File: src/rtl/vender_ctrl.sv
// Coin vender transaction controller: collects J/Y coin credit against PRICE,
// runs the dispense req/ack handshake, then pays change in 5-unit pulses.
module vender_ctrl #(
  parameter int PRICE      = 15,
  parameter int MAX_CREDIT = 40,
  parameter int CREDIT_W   = 6,
  parameter int TIMEOUT    = 200
) (
  input  logic                clk,
  input  logic                reset,
  input  logic                J,
  input  logic                Y,
  input  logic                cancel,
  input  logic                disp_ack,
  output logic                open,
  output logic                change,
  output logic                coin_reject,
  output logic                busy,
  output logic [CREDIT_W-1:0] credit,
  output logic [1:0]          dbg_state
);

  // Handshake: open is a level request held from VEND entry until the cycle
  // disp_ack is sampled high; disp_ack is a one-cycle done strobe.
  typedef enum logic [1:0] {
    S_IDLE    = 2'd0,
    S_COLLECT = 2'd1,
    S_VEND    = 2'd2,
    S_RETURN  = 2'd3
  } state_e;

  localparam int CW1   = CREDIT_W + 1;
  localparam int TMR_W = (TIMEOUT > 1) ? $clog2(TIMEOUT) : 1;

  localparam logic [CREDIT_W-1:0] PRICE_C  = CREDIT_W'(PRICE);
  localparam logic [CREDIT_W-1:0] FIVE_C   = CREDIT_W'(5);
  localparam logic [CW1-1:0]      PRICE_W  = CW1'(PRICE);
  localparam logic [CW1-1:0]      MAX_W    = CW1'(MAX_CREDIT);
  localparam logic [TMR_W-1:0]    TMR_LAST = TMR_W'(TIMEOUT - 1);

  state_e              state_q, state_d;
  logic [CREDIT_W-1:0] credit_q, credit_d;
  logic [TMR_W-1:0]    timer_q, timer_d;
  logic                reject_q, reject_d;

  logic                coin_any;
  logic                coin_ok;
  logic [CW1-1:0]      coin_val;
  logic [CW1-1:0]      coin_sum;
  logic [CREDIT_W-1:0] credit_new;

  always_ff @(posedge clk) begin
    if (reset) begin
      state_q  <= S_IDLE;
      credit_q <= '0;
      timer_q  <= '0;
      reject_q <= 1'b0;
    end else begin
      state_q  <= state_d;
      credit_q <= credit_d;
      timer_q  <= timer_d;
      reject_q <= reject_d;
    end
  end

  // Ceiling is checked on the widened sum so a large coin can never wrap.
  always_comb begin
    coin_any   = J | Y;
    coin_val   = CW1'(J ? 5 : 0) + CW1'(Y ? 10 : 0);
    coin_sum   = {1'b0, credit_q} + coin_val;
    coin_ok    = coin_any && (coin_sum <= MAX_W);
    credit_new = coin_ok ? coin_sum[CREDIT_W-1:0] : credit_q;
  end

  always_comb begin
    state_d  = state_q;
    credit_d = credit_q;
    timer_d  = '0;
    reject_d = coin_any;

    case (state_q)
      S_IDLE, S_COLLECT: begin
        reject_d = coin_any && !coin_ok;
        credit_d = credit_new;
        if (cancel && (credit_new != '0)) begin
          state_d = S_RETURN;
        end else if ({1'b0, credit_new} >= PRICE_W) begin
          state_d = S_VEND;
        end else if ((state_q == S_COLLECT) && !coin_ok && (timer_q == TMR_LAST)) begin
          state_d = S_RETURN;
        end else if (credit_new != '0) begin
          state_d = S_COLLECT;
          // The count restarts on COLLECT entry and on every accepted coin.
          if ((state_q == S_COLLECT) && !coin_ok) timer_d = timer_q + TMR_W'(1);
        end else begin
          state_d = S_IDLE;
        end
      end
      S_VEND: begin
        if (disp_ack) begin
          credit_d = credit_q - PRICE_C;
          state_d  = (credit_q != PRICE_C) ? S_RETURN : S_IDLE;
        end
      end
      S_RETURN: begin
        if (credit_q <= FIVE_C) begin
          credit_d = '0;
          state_d  = S_IDLE;
        end else begin
          credit_d = credit_q - FIVE_C;
        end
      end
      default: begin
        state_d  = S_IDLE;
        credit_d = '0;
      end
    endcase
  end

  assign open        = (state_q == S_VEND);
  assign change      = (state_q == S_RETURN);
  assign busy        = (state_q == S_VEND) || (state_q == S_RETURN);
  assign coin_reject = reject_q;
  assign credit      = credit_q;
  assign dbg_state   = state_q;

endmodule
File: config.mk
export PLATFORM = sky130hd
export DESIGN_NAME = vender_ctrl
export DESIGN_NICKNAME = d
export VERILOG_FILES = /design/src/rtl/vender_ctrl.sv
export SDC_FILE = /design/constraint.sdc
export NUM_CORES = 1
export LEC_CHECK = 0
export ABC_AREA = 1
export BUFFER_PORTS_ARGS = -buffer_cell sky130_fd_sc_hd__buf_4
export CAP_MARGIN = 25
export CELL_PAD_IN_SITES_DETAIL_PLACEMENT = 0
export CELL_PAD_IN_SITES_GLOBAL_PLACEMENT = 2
export CORE_ASPECT_RATIO = 1.5
export CORE_UTILIZATION = 31
export DETAILED_ROUTE_END_ITERATION = 10
export GPL_ROUTABILITY_DRIVEN = 0
export GPL_TIMING_DRIVEN = 0
export PLACE_DENSITY_LB_ADDON = 0.1
export SLEW_MARGIN = 40
export SYNTH_ARGS = -nofsm -noshare
export SYNTH_HDL_FRONTEND = slang
export SYNTH_SLANG_ARGS = --single-unit
File: constraint.sdc
create_clock -name clk -period 3.25 [get_ports clk]
set_input_delay 0.325 -clock clk [delete_from_list [all_inputs] [get_ports clk]]
set_output_delay 0.325 -clock clk [all_outputs]
set_load 0.01 [all_outputs]
### Word level (Yosys, flattened, before mapping)

Cells that the tools add are included.

| storage, ports and cells | value |
|---|---|
| bits in registers | 17 |
| input bits | 6 |
| word-level logic and storage cells | 50 |

| operators by class | value |
|---|---|
| add/subtract/negate cells | 5 |
| $lt $le $gt $ge | 3 |
| equal/unequal tests | 7 |
| muxes and demuxes | 15 |
| bitwise gates (word level) | 4 |
| reductions and logical operators | 12 |

Operators by type and width:

| kind | number |
|---|---|
| $mux W6 | 3 |
| $pmux W6 S3 | 1 |
| $mux W2 | 6 |
| $add A8 B1 Y8 const B | 1 |
| $eq A8 B8 Y1 const B | 1 |
| $add A6 B5 Y7 | 1 |
| $le A7 B6 Y1 const B | 1 |
| $reduce_or A7 Y1 | 1 |
| $ge A6 B4 Y1 const B | 1 |
| $le A6 B3 Y1 const B | 1 |
| $ne A6 B4 Y1 const B | 1 |
| $pmux W2 S3 | 1 |
| $reduce_bool A6 Y1 | 1 |
| $sub A6 B3 Y6 const B | 1 |
| $sub A6 B4 Y6 const B | 1 |
| $add A3 B4 Y5 | 1 |
| $logic_and A1 B1 Y1 | 5 |
| $eq A2 B2 Y1 const B | 2 |
| $mux W4 | 1 |
| $mux W3 | 1 |
| $not A1 Y1 | 3 |
| $eq A2 B1 Y1 const B | 1 |
| $logic_not A2 Y1 | 1 |
| $mux W1 | 2 |
| 7 further kinds | 7 |

### Longest topological paths before layout

Gate-level depths: netlist (run 1).

| logic depth | value |
|---|---|
| word-level depth | 12 |
| depth in mapped cells | 19 |

### Worst setup path before layout (run 1)

OpenSTA, ideal clock, no wires.

| path | value |
|---|---|
| path kind | reg2reg |
| start point | register credit_q[0] (netlist: credit[0]) |
| end point | register timer_q[0] |
| data arrival time | 2.502 ns |
| data required time | 3.182 ns |
| path slack | 0.680 ns |
| cell stages (with the launch flop) | 17 |
| buffers on the path | 1 |
| period minus slack after synthesis | 2.570 ns |
| path through | dfxtp_1 > ha_1 > fa_1 > nor2_1 > nand2_1 > nand3_1 > nand2_1 > nand2_4 > nand3_4 > buf_6 > nand2_1 > nand2_1 > nor2_2 > nand3_2 > nand2_2 > nand4_2 > nor2_1 |

| on the way | value |
|---|---|
| longest elaborated chain between the ends | 7 |

RTL lines:

| element | RTL line | source |
|---|---|---|
| start, declared | 42 | `logic [CREDIT_W-1:0] credit_q, credit_d;` |
| start signal, assigned | 60 | `credit_q <= credit_d;` |
| parallel branches: the longest is 6 deep, another holds $add A6 B5 Y7 | -- |  |
| $reduce_or A7 Y1 (no source line) * | -- |  |
| end signal, assigned | 61 | `timer_q <= timer_d;` |
| end, declared | 43 | `logic [TMR_W-1:0] timer_q, timer_d;` |

Every way passes the cells marked *.
A chain may end at the register's enable or synchronous reset.

### Final worst setup path (run 1)

| path | value |
|---|---|
| start point | register credit_q[0] (netlist: credit[0]) |
| end point | register timer_q[1] |

The elaborated chain is that of the path after synthesis.

==> metrics.md, run 1 <==
| Metric | Value |
|---|---|
| Status | `finished, final reports clean` |
| Layout cells sized above 1 | `around 15%` |
| DP HPWL | `roughly 3500 um` |
| Post-Syn Nets | `between 200 and 250` |
| Arrival @ worst endpoint | `3.06 ns` |
| Slew @ Worst Pin | `0.6746 ns` |
| I/O Buffers | `16` |
| Period utilization | `87.96%` |
| Crit Path Max Fanout | `10` |
| Global route overflow | `0` |
| CP Class | `reg -> reg` |
| CTS root buffer | `clkbuf_8` |
| TNS Setup | `0 ns` |
| Die X | `57.80 um` |
| Initial drt markers | `76` |
| Global-route wire length before repair | `~7400 um` |
| Final Instance Count excl. Fillers | `294` |
| Fin nets | `262` |
| Synth warn | `0` |
| Synth top area share | `around a quarter` |
| Int Pwr | `~700 uW` |
| Drt pass-1 iters | `6` |
| Synth unique cells | `35` |
| H-tree Lvls | `1` |
| Core area | `0.004504 mm^2` |
| Clock slew seen by the registers of the worst setup and hold paths | `0.07 ns` |
| Crit path capture type | `register` |
| Power density over the cells | `844.0 mW/mm^2` |
| Vias in the first global route | `1490` |
| Maximum clock rate | `349.8 MHz` |
| Final hold violations | `0` |
| CP required | `about 3.5 ns` |
| Slew headroom | `54.86%` |
| Most common cell after layout, fill and taps aside | `nand2_1` |
| Min cycle time layout | `between 2 and 3 ns` |
| Unrepaired setup endpoints after global routing | `no` |
| Fin. max-slew vios | `0` |
| Max_cap viols | `0` |
| Largest area contributor in the netlist | `dfxtp_1` |
| Hold Buf Count CTS | `0` |
| Drt wl/cell | `between 10 and 15 um` |
| Final Setup Violations | `0` |
| Worst-case clock buffer depth | `2` |
| Area Growth Syn to Fin | `16.77%` |
| Sw Pwr | `729.2 uW` |
| Peak supply drop | `0.3528 mV` |
| Placed instance count | `290` |
| Mapped Avg Cell Area | `about 6.4 um^2` |
| Synth area leaders | `dfxtp_1, nand2_1, inv_1` |
| Register area share after synthesis | `23.51%` |
| DRC | `0` |
| Initial core utilization | `32.14%` |
| Element type at the critical path start | `register` |
| Largest net degree at the start of global routing | `11` |
| Reg power frac | `between 20 and 25%` |
| TritonCTS buffer count | `3` |
| Vias | `1469` |
| Die height | `~86 um` |
| ANT cells | `0` |
| CTS tree | `yes` |
| Worst Skew | `0.005145 ns` |
| Hold/Removal Path Class | `reg -> reg` |
| Switching Fraction | `about half` |
| Clock latency on the worst-skew pair | `0.26 ns` |
| Synth Instances | `226` |
| Yosys reg bits | `17` |
| Commonest cells after routing, fill and taps aside | `nand2_1, inv_1, nor2_1` |
| # IOs | `18` |
| Clock power share | `a little under an eighth` |
| Comb power frac | `~65%` |
| Lkg Pwr | `0.0008159 uW` |
| Total track usage | `between 10% and 20%` |
| Syn Std Cell Area | `0.001448 mm^2` |
| Die area | `0.004953 mm^2` |
| Post-route ant nets | `0` |
| Routed WL | `4304 um` |
| Num rows | `30` |
| Clock net sink count | `17` |
| Via density per instance | `approximately 5.0` |
| Initial antenna violation count | `0` |
==> kinds of logic after synthesis <==
kind of cell             after synthesis  share of synthesized area [%]
flip-flops                            17                          23.51
XOR/XNOR                               9                          5.445
AND/OR/NAND/NOR                      127                          40.88
adder cells (fa/ha/maj)                9                          8.298
AO/OA/AOI/OAI                         29                          11.93
buffers and inverters                 35                          9.939
==> layout make-up <==
| class | instances | area, um^2 |
|---|---|---|
| Buffer | 5 | 31.28 |
| Clock buffer | 4 | 45.04 |
| Fill cell | 542 | 2814 |
| Inverter | 30 | 112.6 |
| Multi-Input combinational cell | 174 | 979.7 |
| Sequential cell | 17 | 341.6 |
| Tap cell | 48 | 60.06 |
| Timing Repair Buffer | 16 | 120.1 |
==> worst max-delay path, stage by stage, from the launching register on <==
cell	delay [ns]
dfxtp_2	0.44
ha_1	0.27
fa_1	0.49
nor2_1	0.13
nand2_1	0.06
nand3_1	0.08
nand2_1	0.08
nand2_4	0.13
nand3_4	0.09
buf_6	0.16
nand2_1	0.05
nand2_1	0.08
nor2_2	0.14
nand2_1	0.12
nor2_2	0.18
nand4_4	0.16
nor2_1	0.12
==> power by group through the flow <==
stage          Sequential, uW  Combinational, uW  Clock, uW
6_report                  330                931        165
5_1_grt                   340               1070        183
4_1_cts                   330                925        172
3_5_place_dp              335                921          0
3_3_place_gp              334                922          0
2_1_floorplan             325                634          0
==> per-layer routing <==
layer / part of all wire [%] / wire [um] / track usage, %
met3: 1.8 / 77 / 1.810
met2: 56 / 2403 / 38.48
met5: 0 / 0 / 0
met4: 1.3 / 57 / 6.494
met1: 41 / 1766 / 22.37
==> worst paths after layout <==
kind	from	endpoint	slack (ns)	cells after the start
worst max-delay path	credit[0]	timer_q[1]	0.39	16
worst max register to register	credit[0]	timer_q[1]	0.39	16
worst min register to register	timer_q[0]	timer_q[0]	0.44	1
worst min-delay path	timer_q[0]	timer_q[0]	0.44	1
==> synth_stat cells <==
master and n:
a21oi_1 9, a221oi_1 2, a311oi_1 1, a31oi_1 4, buf_1 1, buf_2 1, buf_4 1, buf_6 1
clkbuf_1 1, clkinv_1 2, dfxtp_1 17, fa_1 1, ha_1 8, inv_1 27, inv_2 1, nand2_1 62
nand2_2 3, nand2_4 1, nand3_1 10, nand3_2 1, nand3_4 1, nand4_1 13, nand4_2 1, nor2_1 24
nor2_2 3, nor3_1 3, nor3b_1 2, nor4_1 1, o211ai_1 2, o21ai_0 9, o221ai_1 1, o31ai_1 1
or2_2 2, xnor2_1 3, xor2_1 6
==> state kept, by name, indices dropped and copies added (netlist names) <==
name	cells
timer_q	8
credit	6
dbg_state	2
coin_reject	1
==> timing repair <==
item                       4_1_cts  5_1_grt
resized for setup                0        3
setup buffers                    0        0
setup endpoints to repair        0        9
==> through the flow <==
stage / setup WS (ns) / total power [uW] / hold slack, ns / util, % / cell area (um^2)
2_1_floorplan: 0.6801 / 958.5 / 0.4176 / - / 1448
3_3_place_gp: 0.1261 / 1256 / 0.4323 / 36.14 / 1628
3_5_place_dp: 0.1322 / 1256 / 0.4382 / 36.14 / 1628
4_1_cts: 0.1119 / 1427 / 0.4553 / 37.14 / 1673
5_1_grt: 0.03934 / 1594 / 0.4618 / 37.53 / 1690
6_report: 0.3914 / 1427 / 0.4449 / 37.53 / 1690
No activity file was read; power rests on OpenSTA's default activity.
==> run 2: changes to the inputs <==
RECOVER_POWER = 100   (was default)
==> metrics.md, run 2 (same netlist as run 1, synthesis figures left out) <==
| Metric | Value |
|---|---|
| Status | `finished, final reports clean (unchanged)` |
| Element type at the critical path start | `register (unchanged)` |
| Clock latency on the worst-skew pair | `0.26 ns (about the same)` |
| Most flops, register | `timer_q (unchanged)` |
| Unrepaired setup endpoints after global routing | `no (unchanged)` |
| Layout Utilization | `36.67% (was 37.53%)` |
| Layout cells sized above 1 | `10.57% (was 15.04%)` |
| Wl on met1 | `1776 um (was 1766 um)` |
| Max_cap viols | `0 (unchanged)` |
| Vias in the first global route | `1490 (unchanged)` |
| Initial drt markers | `69 (was 76)` |
| Post-CTS sizing | `0 (unchanged)` |
| Slew @ Worst Pin | `0.6637 ns (was 0.6746 ns)` |
| Commonest cells after routing, fill and taps aside | `nand2_1, inv_1, nor2_1 (unchanged)` |
| Highest Signal Layer | `met4 (unchanged)` |
| Drt pass-1 iters | `6 (unchanged)` |
| Clock net sink count | `17 (unchanged)` |
| # IOs | `18 (unchanged)` |
| Worst Skew | `0.004722 ns (was 0.005145 ns)` |
| Peak supply drop | `0.3237 mV (was 0.3528 mV)` |
| Initial core utilization | `32.14% (unchanged)` |
| Arrival @ worst endpoint | `3.06 ns (about the same)` |
| Final Setup Violations | `0 (unchanged)` |
| Largest net degree at the start of global routing | `11 (unchanged)` |
| Min cycle time layout | `2.860 ns (was 2.859 ns)` |
| CTS tree | `yes (unchanged)` |
| Metal3 WL | `68 um (was 77 um)` |
| Lkg Pwr | `0.0007723 uW (was 0.0008159 uW)` |
| Hold Buf Count CTS | `0 (unchanged)` |
| Max reg flops | `8 (unchanged)` |
| Num rows | `30 (unchanged)` |
| Routed WL | `4304 um (unchanged)` |
| Placed cell areas | `0.001628 mm^2 (unchanged)` |
| DP HPWL | `3469 um (unchanged)` |
| CP required | `3.45 ns (about the same)` |
| Hold/Removal Path Class | `reg -> reg (unchanged)` |
| TritonCTS buffer count | `3 (unchanged)` |
| Most common cell after layout, fill and taps aside | `nand2_1 (unchanged)` |
| Post-route cell area | `0.001652 mm^2 (was 0.001690 mm^2)` |
| Core area | `0.004504 mm^2 (unchanged)` |
| Placed instance count | `290 (unchanged)` |
| Final hold violations | `0 (unchanged)` |
| Power density over the cells | `841.7 mW/mm^2 (was 844.0 mW/mm^2)` |
| Die X | `57.80 um (unchanged)` |
| I/O Buffers | `16 (unchanged)` |
| Maximum clock rate | `349.7 MHz (was 349.8 MHz)` |
| Total track usage | `19.98% (unchanged)` |
| Initial antenna violation count | `0 (unchanged)` |
| H-tree Lvls | `1 (unchanged)` |
| Vias | `1461 (was 1469)` |
| TNS Setup | `0 ns (unchanged)` |
| Slew headroom | `55.59% (was 54.86%)` |
| Met2 WL | `2402 um (was 2403 um)` |
| Area Growth Syn to Fin | `14.09% (was 16.77%)` |
| Final Instance Count excl. Fillers | `294 (unchanged)` |
| Post-route ant nets | `0 (unchanged)` |
| Global-route wire length before repair | `7410 um (unchanged)` |
| Period utilization | `87.99% (was 87.96%)` |
| Clock slew seen by the registers of the worst setup and hold paths | `0.07 ns (about the same)` |
| Drt wl/cell | `14.64 um (unchanged)` |
| Via density per instance | `4.969 (was 4.997)` |
| CP Class | `reg -> reg (unchanged)` |
| DRC | `0 (unchanged)` |
| Fin. max-slew vios | `0 (unchanged)` |
| Worst-case clock buffer depth | `2 (unchanged)` |
| Global route overflow | `0 (unchanged)` |
| Crit path capture type | `register (unchanged)` |
| Die area | `0.004953 mm^2 (unchanged)` |
| CTS root buffer | `clkbuf_8 (unchanged)` |
| ANT cells | `0 (unchanged)` |
| Postcts setup bufs | `0 (unchanged)` |
| Die height | `85.70 um (unchanged)` |
| Fin nets | `262 (unchanged)` |
| Crit Path Max Fanout | `10 (unchanged)` |
-- run 2: cell types whose count changed in the layout (fill, tap and decap cells not counted), sizes merged --
| cell | delta |
|---|---|
| buf | -11 |
| clkbuf | +11 |
-- run 2: critical path: stages (launching register included) --
cell     delay (ns)
dfxtp_2        0.44
ha_1           0.27
fa_1           0.49
nor2_1         0.13
nand2_1        0.06
nand3_1        0.08
nand2_1        0.08
nand2_4        0.13
nand3_4        0.09
buf_6          0.16
nand2_1        0.05
nand2_1        0.08
nor2_2         0.14
nand2_1        0.13
nor2_2         0.18
nand4_4        0.16
nor2_1         0.12
-- run 2: per-stage QoR --
step / hold slack [ns] / setup slack [ns] / total power [uW]
6_report: 0.4449 / 0.3903 / 1390
5_1_grt: 0.4618 / 0.03936 / 1557
4_1_cts: 0.4553 / 0.1119 / 1427
3_5_place_dp: 0.4382 / 0.1322 / 1256
3_3_place_gp: 0.4323 / 0.1261 / 1256
2_1_floorplan: 0.4176 / 0.6801 / 958.5
-- run 2: layer usage --
layer / vias to the layer above / track usage [%]
li1: 786 / -
met1: 655 / 22.37
met2: 15 / 38.48
met3: 5 / 1.810
met4: 0 / 6.494
met5: - / 0
-- run 2: path summary, 6_finish.rpt --
path / to / cells past startpoint / startpoint / slack (ns)
worst max-delay path: timer_q[1] / 16 / credit[0] / 0.39
worst min-delay path: timer_q[0] / 1 / timer_q[0] / 0.44
worst max register to register: timer_q[1] / 16 / credit[0] / 0.39
worst min register to register: timer_q[0] / 1 / timer_q[0] / 0.44
-- run 2: report_power, final --
group          leakage, uW  internal (uW)  switching (uW)
clock network    0.0000228           87.3            77.4
logic             0.000610            321             575
registers         0.000139            254            75.9
total             0.000772            662             728
-- run 2: area by class of cell --
cell class	count	area, um^2
Inverter	30	112.6
Buffer	5	30.03
Multi-Input combinational cell	174	979.7
Timing Repair Buffer	16	82.58
Clock buffer	4	45.04
Tap cell	48	60.06
Fill cell	546	2853
Sequential cell	17	341.6
